--- src/rtl/div16_seq_pkg.sv ---
// div16_seq_pkg
// Shared constants for the sequential restoring divider: the default operand
// width and the FSM state encoding used by div16_seq.
package div16_seq_pkg;

    localparam int DIV_WIDTH = 16;

    typedef enum logic [1:0] {
        IDLE = 2'd0,
        RUN  = 2'd1,
        DONE = 2'd2
    } state_t;

endpackage : div16_seq_pkg

--- src/rtl/div16_seq_sub_trial.sv ---
// sub_trial
// Trial subtractor for the restoring divider: diff = a - b over WIDTH bits,
// with borrow set when b > a (the trial result would be negative).
// Ports:
//   a      - minuend (shifted partial remainder)
//   b      - subtrahend (zero-extended divisor)
//   diff   - a - b, modulo 2**WIDTH
//   borrow - 1 when a < b
module sub_trial #(
    parameter int WIDTH = 17
) (
    input  logic [WIDTH-1:0] a,
    input  logic [WIDTH-1:0] b,
    output logic [WIDTH-1:0] diff,
    output logic             borrow
);

    logic [WIDTH:0] full;

    // One extra bit on top catches the borrow out of the subtraction.
    assign full   = {1'b0, a} - {1'b0, b};
    assign diff   = full[WIDTH-1:0];
    assign borrow = full[WIDTH];

endmodule : sub_trial

--- src/rtl/div16_seq.sv ---
// div16_seq
// Sequential unsigned restoring divider. One quotient bit per clock while in
// RUN, so a nonzero-divisor operation takes WIDTH cycles of RUN plus one DONE
// cycle. A zero divisor skips RUN and reports quotient=all ones,
// remainder=dividend, dz=1.
// Ports:
//   clk       - clock, rising edge
//   rst_n     - asynchronous active-low reset
//   start     - request; only looked at in IDLE
//   dividend  - unsigned dividend, captured when start is accepted
//   divisor   - unsigned divisor, captured when start is accepted
//   busy      - high while iterating (RUN)
//   done      - one-cycle pulse, results valid
//   quotient  - unsigned quotient of the last completed operation
//   remainder - unsigned remainder of the last completed operation
//   dz        - divide-by-zero flag of the last completed operation
module div16_seq
    import div16_seq_pkg::*;
#(
    parameter int WIDTH = DIV_WIDTH
) (
    input  logic             clk,
    input  logic             rst_n,
    input  logic             start,
    input  logic [WIDTH-1:0] dividend,
    input  logic [WIDTH-1:0] divisor,
    output logic             busy,
    output logic             done,
    output logic [WIDTH-1:0] quotient,
    output logic [WIDTH-1:0] remainder,
    output logic             dz
);

    localparam int CW = $clog2(WIDTH + 1);

    state_t         state;
    state_t         state_nxt;
    logic [CW-1:0]  cnt;

    // Working registers: partial remainder, shifting dividend/quotient, divisor.
    logic [WIDTH-1:0] rem_w;
    logic [WIDTH-1:0] quo_w;
    logic [WIDTH-1:0] dvsr;

    // Result registers, only written on completion so RUN values stay hidden.
    logic [WIDTH-1:0] quo_out;
    logic [WIDTH-1:0] rem_out;
    logic             dz_out;

    logic [WIDTH:0]   r_shift;
    logic [WIDTH:0]   trial_diff;
    logic             trial_borrow;
    logic             restore;
    logic [WIDTH-1:0] rem_next;
    logic [WIDTH-1:0] quo_next;
    logic             accept;
    logic             last_iter;

    assign accept    = (state == IDLE) && start;
    assign last_iter = (cnt == CW'(1));

    // {R,Q} shifted left by one: the dividend MSB moves into the remainder.
    assign r_shift = {rem_w, quo_w[WIDTH-1]};

    sub_trial #(
        .WIDTH (WIDTH + 1)
    ) u_trial (
        .a      (r_shift),
        .b      ({1'b0, dvsr}),
        .diff   (trial_diff),
        .borrow (trial_borrow)
    );

    // Since R < divisor holds between iterations, a non-negative trial always
    // fits in WIDTH bits; the top diff bit is folded in only as a guard.
    assign restore  = trial_borrow | trial_diff[WIDTH];
    assign rem_next = restore ? r_shift[WIDTH-1:0] : trial_diff[WIDTH-1:0];
    assign quo_next = {quo_w[WIDTH-2:0], ~restore};

    always_ff @(posedge clk or negedge rst_n) begin
        if (!rst_n) begin
            state <= IDLE;
        end else begin
            state <= state_nxt;
        end
    end

    always_comb begin
        state_nxt = state;
        case (state)
            IDLE: begin
                if (start) begin
                    state_nxt = (divisor == '0) ? DONE : RUN;
                end
            end
            RUN: begin
                if (last_iter) begin
                    state_nxt = DONE;
                end
            end
            DONE: begin
                state_nxt = IDLE;
            end
            default: begin
                state_nxt = IDLE;
            end
        endcase
    end

    always_ff @(posedge clk or negedge rst_n) begin
        if (!rst_n) begin
            cnt     <= '0;
            rem_w   <= '0;
            quo_w   <= '0;
            dvsr    <= '0;
            quo_out <= '0;
            rem_out <= '0;
            dz_out  <= 1'b0;
        end else begin
            if (accept) begin
                cnt    <= CW'(WIDTH);
                rem_w  <= '0;
                quo_w  <= dividend;
                dvsr   <= divisor;
                dz_out <= 1'b0;
                if (divisor == '0) begin
                    cnt     <= '0;
                    quo_out <= '1;
                    rem_out <= dividend;
                    dz_out  <= 1'b1;
                end
            end else if (state == RUN) begin
                cnt   <= cnt - CW'(1);
                rem_w <= rem_next;
                quo_w <= quo_next;
                if (last_iter) begin
                    quo_out <= quo_next;
                    rem_out <= rem_next;
                end
            end
        end
    end

    assign busy      = (state == RUN);
    assign done      = (state == DONE);
    assign quotient  = quo_out;
    assign remainder = rem_out;
    assign dz        = dz_out;

endmodule : div16_seq

--- config.mk ---
export PLATFORM = sky130hd
export DESIGN_NAME = div16_seq
export DESIGN_NICKNAME = d
export VERILOG_FILES = /design/src/rtl/div16_seq_pkg.sv /design/src/rtl/div16_seq_sub_trial.sv /design/src/rtl/div16_seq.sv
export SDC_FILE = /design/constraint.sdc
export NUM_CORES = 1
export LEC_CHECK = 0
export CAP_MARGIN = 25
export CORE_MARGIN = 4
export CORE_UTILIZATION = 49
export DETAILED_ROUTE_END_ITERATION = 10
export PLACE_DENSITY = 0.83
export SLEW_MARGIN = 20
export SYNTH_ARGS = -nofsm -noshare
export SYNTH_HDL_FRONTEND = slang
export SYNTH_HIERARCHICAL = 1
export SYNTH_SLANG_ARGS = --single-unit
--- constraint.sdc ---
create_clock -name clk -period 3.4 [get_ports clk]
set_input_delay 0.68 -clock clk [delete_from_list [all_inputs] [get_ports clk]]
set_output_delay 0.68 -clock clk [all_outputs]
set_load 0.03 [all_outputs]
After elaboration in Yosys (flattened, before gate mapping)

Cells that the tools add are included.

$add $sub $neg: 2
Equality and inequality tests: 6
Multiplexer cells: 21
Bitwise operators: 2
Reductions and logical operators: 7

Operators with widths:

| operator              | number |
|---|---|
| $mux W16              | 13 |
| $sub A17 B16 Y18      | 1 |
| $logic_not A16 Y1     | 1 |
| $mux W5               | 3 |
| $mux W2               | 3 |
| $eq A5 B1 Y1 const B  | 1 |
| $sub A5 B1 Y5 const B | 1 |
| $ne A2 B1 Y1 const B  | 2 |
| $pmux W2 S2           | 1 |
| $reduce_bool A2 Y1    | 2 |
| $reduce_and A3 Y1     | 1 |
| $eq A2 B1 Y1 const B  | 1 |
| $eq A2 B2 Y1 const B  | 1 |
| $logic_not A2 Y1      | 1 |
| $ne A2 B2 Y1 const B  | 1 |
| $reduce_and A2 Y1     | 1 |
| $logic_and A1 B1 Y1   | 1 |
| $mux W1               | 1 |
| $not A1 Y1            | 1 |
| $or A1 B1 Y1          | 1 |

Flip-flop bits (word level): 88
Output and inout port bits: 35

Logic depth before layout (Yosys ltp)

Depth in word-level cells: 6
Depth in mapped cells: 15
Gate-level depth less buffers: 14

Hierarchy

The synthesis kept the hierarchy.

Modules (own cells, without submodules):

| module    | times used | cells each | area each (µm²) | seq. area each (µm²) |
|---|---|---|---|---|
| div16_seq | 1          | 374        | 3,784.9         | 2,202.1 |
| sub_trial | 1          | 118        | 848.3           | 0.0 |

Worst setup path before layout

OpenSTA, ideal clock, no wires.

Path type: reg2reg
Start: register quo_w[15]
End: register rem_out[10] (netlist: remainder[10])
Setup time: 0.123 ns
Data arrival time: 3.292 ns
Setup slack: -0.015 ns
Stages on the path, launching flop included: 16
Buffers on the path: 1
Period minus slack after synthesis: 3.415 ns
Cell sequence: dfrtp_1 > inv_1 > ha_1 > inv_1 > fa_1 > a21o_1 > a221o_2 > a221oi_4 > a21oi_2 > a211oi_2 > xnor2_1 > nor2_2 > buf_4 > mux2i_1 > nand2_1 > o221a_1

Cells in the longest elaborated chain, start to end: 6

RTL lines:

| what                     | RTL line                  | source |
|---|---|---|
| start: declaration       | div16_seq.sv:42           | `logic [WIDTH-1:0] quo_w;` |
| start signal: assignment | div16_seq.sv:123          | `quo_w <= dividend;` |
| start signal: assignment | div16_seq.sv:135          | `quo_w <= quo_next;` |
| $sub A17 B16 Y18         | div16_seq_sub_trial.sv:21 | `assign full = {1'b0, a} - {1'b0, b};` |
| via trial_diff[16]       | div16_seq.sv:51           | `logic [WIDTH:0] trial_diff;` |
| $or A1 B1 Y1             | div16_seq.sv:76           | `assign restore = trial_borrow \| trial_diff[WIDTH];` |
| $mux W16                 | div16_seq.sv:77           | `assign rem_next = restore ? r_shift[WIDTH-1:0] : trial_diff[WIDTH-1:0];` |
| $mux W16                 | div16_seq.sv:136          | `if (last_iter) begin` |
| $mux W16                 | div16_seq.sv:132          | `end else if (state == RUN) begin` |
| $mux W16                 | div16_seq.sv:120          | `if (accept) begin` |
| end signal: assignment   | div16_seq.sv:129          | `rem_out <= dividend;` |
| end signal: assignment   | div16_seq.sv:138          | `rem_out <= rem_next;` |
| end: declaration         | div16_seq.sv:47           | `logic [WIDTH-1:0] rem_out;` |

The timed path passes the listed nets, and every way through them passes these cells. The select of a mux whose other input is x is not followed.
A chain may end at the register's enable or synchronous reset.

Worst setup path after layout

Start: register quo_w[15]
End: register rem_out[11] (netlist: remainder[11])

The elaborated chain is that of the path after synthesis.

==> reports/qor.tcl <==
set qor(synth_cells) 492
set qor(drt_wl_total_mm) 11.2
set qor(share_seq_of_total_power) 0.268
set qor(timing.critical_path.from_type) {flip-flop}
set qor(switching_share) 0.457
set qor(num_io_pins) 70
set qor(cts_inserted_buffers) 9
set qor(fin_skew_ns) 0.0170
set qor(io_buffers) 69
set qor(cellLeakagePower_nw) 2.55
set qor(tns_ns) 0
set qor(synth_nets) 547
set qor(vdd.ir_drop.worst_v) 0.000429
set qor(crit_path_max_fanout) 6
set qor(timing_worst_setup_path_type) {reg -> reg}
set qor(power.clock.fraction) 0.097
set qor(synth_cell_type_count) 56
set qor(share_comb_of_total_power) 0.635
set qor(synth.ff_latch_count) 88
set qor(overflow) 0
set qor(critical-path-top-delay-family) {compound AO/OA/AOI/OAI gates}
set qor(netlist.top_cell.by_area) {sky130_fd_sc_hd__dfrtp_1}
set qor(synth_area_per_cell_um2) 9.42
set qor(final_antenna_net_count) 0
set qor(multi_input_comb_area_mm2) 0.00233
set qor(antenna_found_initial) 0
set qor(run_status) {finished, final reports clean}
set qor(cpMaxStageDelayCell) {sky130_fd_sc_hd__dfrtp_1}
set qor(netSwitchingPower_w) 0.00340
set qor(h-tree-depth) 3
set qor(yosysTopAreaCellShare) 0.475
set qor(setup_repair_after_global_routing_missed_its_margin) {true}
set qor(n_fill_cell) 760
set qor(die_extent_in_y_um) 105
set qor(fmax_mhz) 304
set qor(via_count_of_the_first_global_routing_pass) 3979
set qor(r2r_start) {quo_w[15]$_DFFE_PN0P_}
set qor(route.detailed.drc) 0
set qor(hold_path_class) {in -> async}
set qor(max_transition_viols_final) 0
set qor(insertion_delay_ns) 0.38
set qor(viasPerCell) 5.53
set qor(timing.final.setup_violations) 0
set qor(critical_path.max_stage_delay_ns) 0.42
set qor(postSynth.topFlopCell) {sky130_fd_sc_hd__dfrtp_1}
set qor(floorplan.initialDensity) 0.501
set qor(cp_data_required_time_ns) 3.66
set qor(drtIter0Drc) 236
set qor(finalHoldViolations) 0
set qor(crit_path_start) {quo_w[15]$_DFFE_PN0P_}
set qor(drv_cap) 0
set qor(critical_path_buf_inv_count) 3
set qor(rrSetupSlack_ns) 0.12
set qor(path_cells) {inv_2 -> ha_4 -> inv_2 -> fa_2 -> a21o_1 -> a221o_2 -> a221oi_4 -> a21oi_2 -> a211oi_2 -> xnor2_2 -> nor2_4 -> clkbuf_16 -> mux2i_2 -> nand2_1 -> o221a_1}
set qor(synth_async_sr_flop_share) 1.00
set qor(worst_slew_pin_slew_ns) 0.730
set qor(max-clock-path-buffers) 2
set qor(num-nets-final) 617
set qor(synth_area_mm2) 0.00463
set qor(routed-via-count) 3846
set qor(clk_transition_reported_paths_ns) 0.10
set qor(numClockSinks) 88
set qor(tritoncts) {yes}
set qor(fin_crit_ns) 3.28
set qor(final.hold.worst_slack_ns) 0.235
set qor(die_span_in_x_um) 105
set qor(p_per_area_mw_per_mm2) 1280
set qor(grt_start_max_net_pins) 58
set qor(core_mm2) 0.00924
set qor(die_area_mm2) 0.0111
set qor(cp-endpoint) {remainder[11]$_DFFE_PN0P_}
set qor(cts_root_buf) {sky130_fd_sc_hd__clkbuf_8}
set qor(intPower_w) 0.00404
set qor(cell_type_with_the_highest_occurrence_count_on_the_critical_path) {sky130_fd_sc_hd__inv_2}
set qor(synth.top_cells.by_area) {sky130_fd_sc_hd__dfrtp_1, sky130_fd_sc_hd__nand2_1, sky130_fd_sc_hd__ha_1}
set qor(post_route_cells_drive_above_1_share) 0.118
set qor(first_pass_grt_wire_length_mm) 18.6
set qor(yosys_warnings) 6
set qor(layout_stage_area_growth_over_the_synthesis_result_pct) 25.8
set qor(headroom_to_the_max_slew_limit) 0.512
set qor(cp-end-kind) {flip-flop}
set qor(final_min_period_over_clock_period) 0.966
set qor(fp-row-count) 35
set qor(ys_seq_area_frac) 0.475
set qor(grt_util_all_layers) 0.206
set qor(r2r_end) {remainder[11]$_DFFE_PN0P_}
set qor(gpl.final_weighted_congestion) 0.827
set qor(cp_data_arrival_time_ns) 3.55
set qor(rr_worst_depth) 15
set qor(cp.depth) 15
set qor(post_cts_hold_buffer_count) 0
set qor(register_area_mm2) 0.00220
set qor(dpl.hpwl_mm) 8.24
set qor(drt_pre_antenna_iters) 4
set qor(wire_length_per_cell_after_detailed_routing_um) 16.1
set qor(synth-edff-count) 0
set qor(antenna_cells_inserted) 0
-- registers in the layout, summed over array words and instances, names as in the netlist --
| signal | cells |
|---|---|
| remainder | 16 |
| quotient | 16 |
| state | 2 |
| quo_w | 16 |
| dvsr | 16 |
| dz | 1 |
| cnt | 5 |
| rem_w | 16 |
-- power by group through the flow --
stage	Clock [W]	Sequential (W)	Combinational, W
2_1_floorplan	0	0.00226	0.00269
3_3_place_gp	0	0.00196	0.00401
3_5_place_dp	0	0.00199	0.00417
4_1_cts	0.000738	0.00197	0.00420
5_1_grt	0.000790	0.00207	0.00512
6_report	0.000722	0.00200	0.00472
-- worst min path at each step --
stage / from / slack, ns / end
2_1_floorplan: rst_n / 0.38 / cnt[0]$_DFFE_PN0P_
5_1_grt: rst_n / 0.25 / dvsr[11]$_DFFE_PN0P_
4_1_cts: rst_n / 0.24 / dvsr[6]$_DFFE_PN0P_
3_5_place_dp: dvsr[5]$_DFFE_PN0P_ / 0.46 / dvsr[5]$_DFFE_PN0P_
6_report: rst_n / 0.23 / rem_w[0]$_DFFE_PN0P_
3_3_place_gp: dvsr[4]$_DFFE_PN0P_ / 0.46 / dvsr[4]$_DFFE_PN0P_
-- repair_timing --
action | 4_1_cts | 5_1_grt
pin swaps | 1 | 9
setup buffers | 1 | 4
endpoints found under the setup margin | 1 | 32
resized for setup | 0 | 23
cloned | 0 | 1
-- area by class of cell --
| type | count | area share |
|---|---|---|
| Multi-Input combinational cell | 356 | 0.399 |
| Sequential cell | 88 | 0.378 |
| Timing Repair Buffer | 83 | 0.145 |
| Tap cell | 129 | 0.0277 |
| Clock buffer | 9 | 0.0213 |
| Inverter | 24 | 0.0155 |
| Clock inverter | 7 | 0.0129 |
-- layout by cell type, fill, tap and decap left out, types with 2 or more instances in the layout --
master	netlist	layout
sky130_fd_sc_hd__a211oi_1	18	18
sky130_fd_sc_hd__nor4_1	5	5
sky130_fd_sc_hd__mux2i_4	0	3
sky130_fd_sc_hd__nand2b_1	2	2
sky130_fd_sc_hd__clkinv_4	0	2
sky130_fd_sc_hd__inv_8	0	3
sky130_fd_sc_hd__o31a_1	3	3
sky130_fd_sc_hd__nor2b_1	2	2
sky130_fd_sc_hd__o221a_1	9	9
sky130_fd_sc_hd__xor2_1	4	4
sky130_fd_sc_hd__a21oi_1	26	26
sky130_fd_sc_hd__nand2_1	106	106
sky130_fd_sc_hd__inv_2	1	3
sky130_fd_sc_hd__clkdlybuf4s50_1	0	68
sky130_fd_sc_hd__o21a_1	4	4
sky130_fd_sc_hd__o221a_2	7	7
sky130_fd_sc_hd__a22oi_1	15	15
sky130_fd_sc_hd__clkbuf_8	0	9
sky130_fd_sc_hd__nor2_1	60	60
sky130_fd_sc_hd__inv_1	23	21
sky130_fd_sc_hd__xnor2_1	9	8
sky130_fd_sc_hd__ha_1	19	18
sky130_fd_sc_hd__nand3_1	4	4
sky130_fd_sc_hd__a21o_1	4	4
sky130_fd_sc_hd__o21ai_0	9	9
sky130_fd_sc_hd__mux2i_1	16	3
sky130_fd_sc_hd__buf_4	1	11
sky130_fd_sc_hd__o22ai_1	2	2
sky130_fd_sc_hd__mux2i_2	0	10
sky130_fd_sc_hd__dfrtp_1	88	88
sky130_fd_sc_hd__o21bai_1	2	2
sky130_fd_sc_hd__and3_1	3	3
sky130_fd_sc_hd__o2111ai_1	2	2
-- synth_stat cells (7+ instances only) --
master                       n
sky130_fd_sc_hd__nor2_1     60
sky130_fd_sc_hd__ha_1       19
sky130_fd_sc_hd__inv_1      23
sky130_fd_sc_hd__o221a_1     9
sky130_fd_sc_hd__nand2_1   106
sky130_fd_sc_hd__o21ai_0     9
sky130_fd_sc_hd__o221a_2     7
sky130_fd_sc_hd__mux2i_1    16
sky130_fd_sc_hd__a21oi_1    26
sky130_fd_sc_hd__a22oi_1    15
sky130_fd_sc_hd__clkbuf_1   14
sky130_fd_sc_hd__dfrtp_1    88
sky130_fd_sc_hd__a211oi_1   18
sky130_fd_sc_hd__xnor2_1     9
-- metal layers --
layer | part of all wire | vias up | wire length, um | GRT usage
li1 | - | 1862 | - | -
met1 | 0.43 | 1834 | 4850 | 0.267
met2 | 0.49 | 133 | 5460 | 0.342
met3 | 0.062 | 17 | 691 | 0.0472
met4 | 0.020 | 0 | 228 | 0.0694
met5 | 0 | - | 0 | 0
-- per-stage QoR --
step	power (W)	setup WS, ns	cells	cell area, um2	utilization
finish	0.00744	0.116	696	5830	0.631
global route	0.00797	-0.0191	696	5830	0.631
CTS	0.00691	0.0160	691	5670	0.614
detailed placement	0.00615	0.0127	674	5460	0.591
global placement	0.00597	0.126	673	5440	0.588
floorplan	0.00495	0.0918	492	4640	-
-- cell families after synthesis --
group / after synthesis / synth area share
AO/OA/AOI/OAI: 114 / 0.187
XOR/XNOR: 13 / 0.0246
flip-flops: 88 / 0.475
multiplexers: 16 / 0.0346
buffers and inverters: 48 / 0.0459
adder cells (fa/ha/maj): 20 / 0.0556
other: 1 / 0.000809
AND/OR/NAND/NOR: 192 / 0.177
Power figures use the tool's default switching activity.
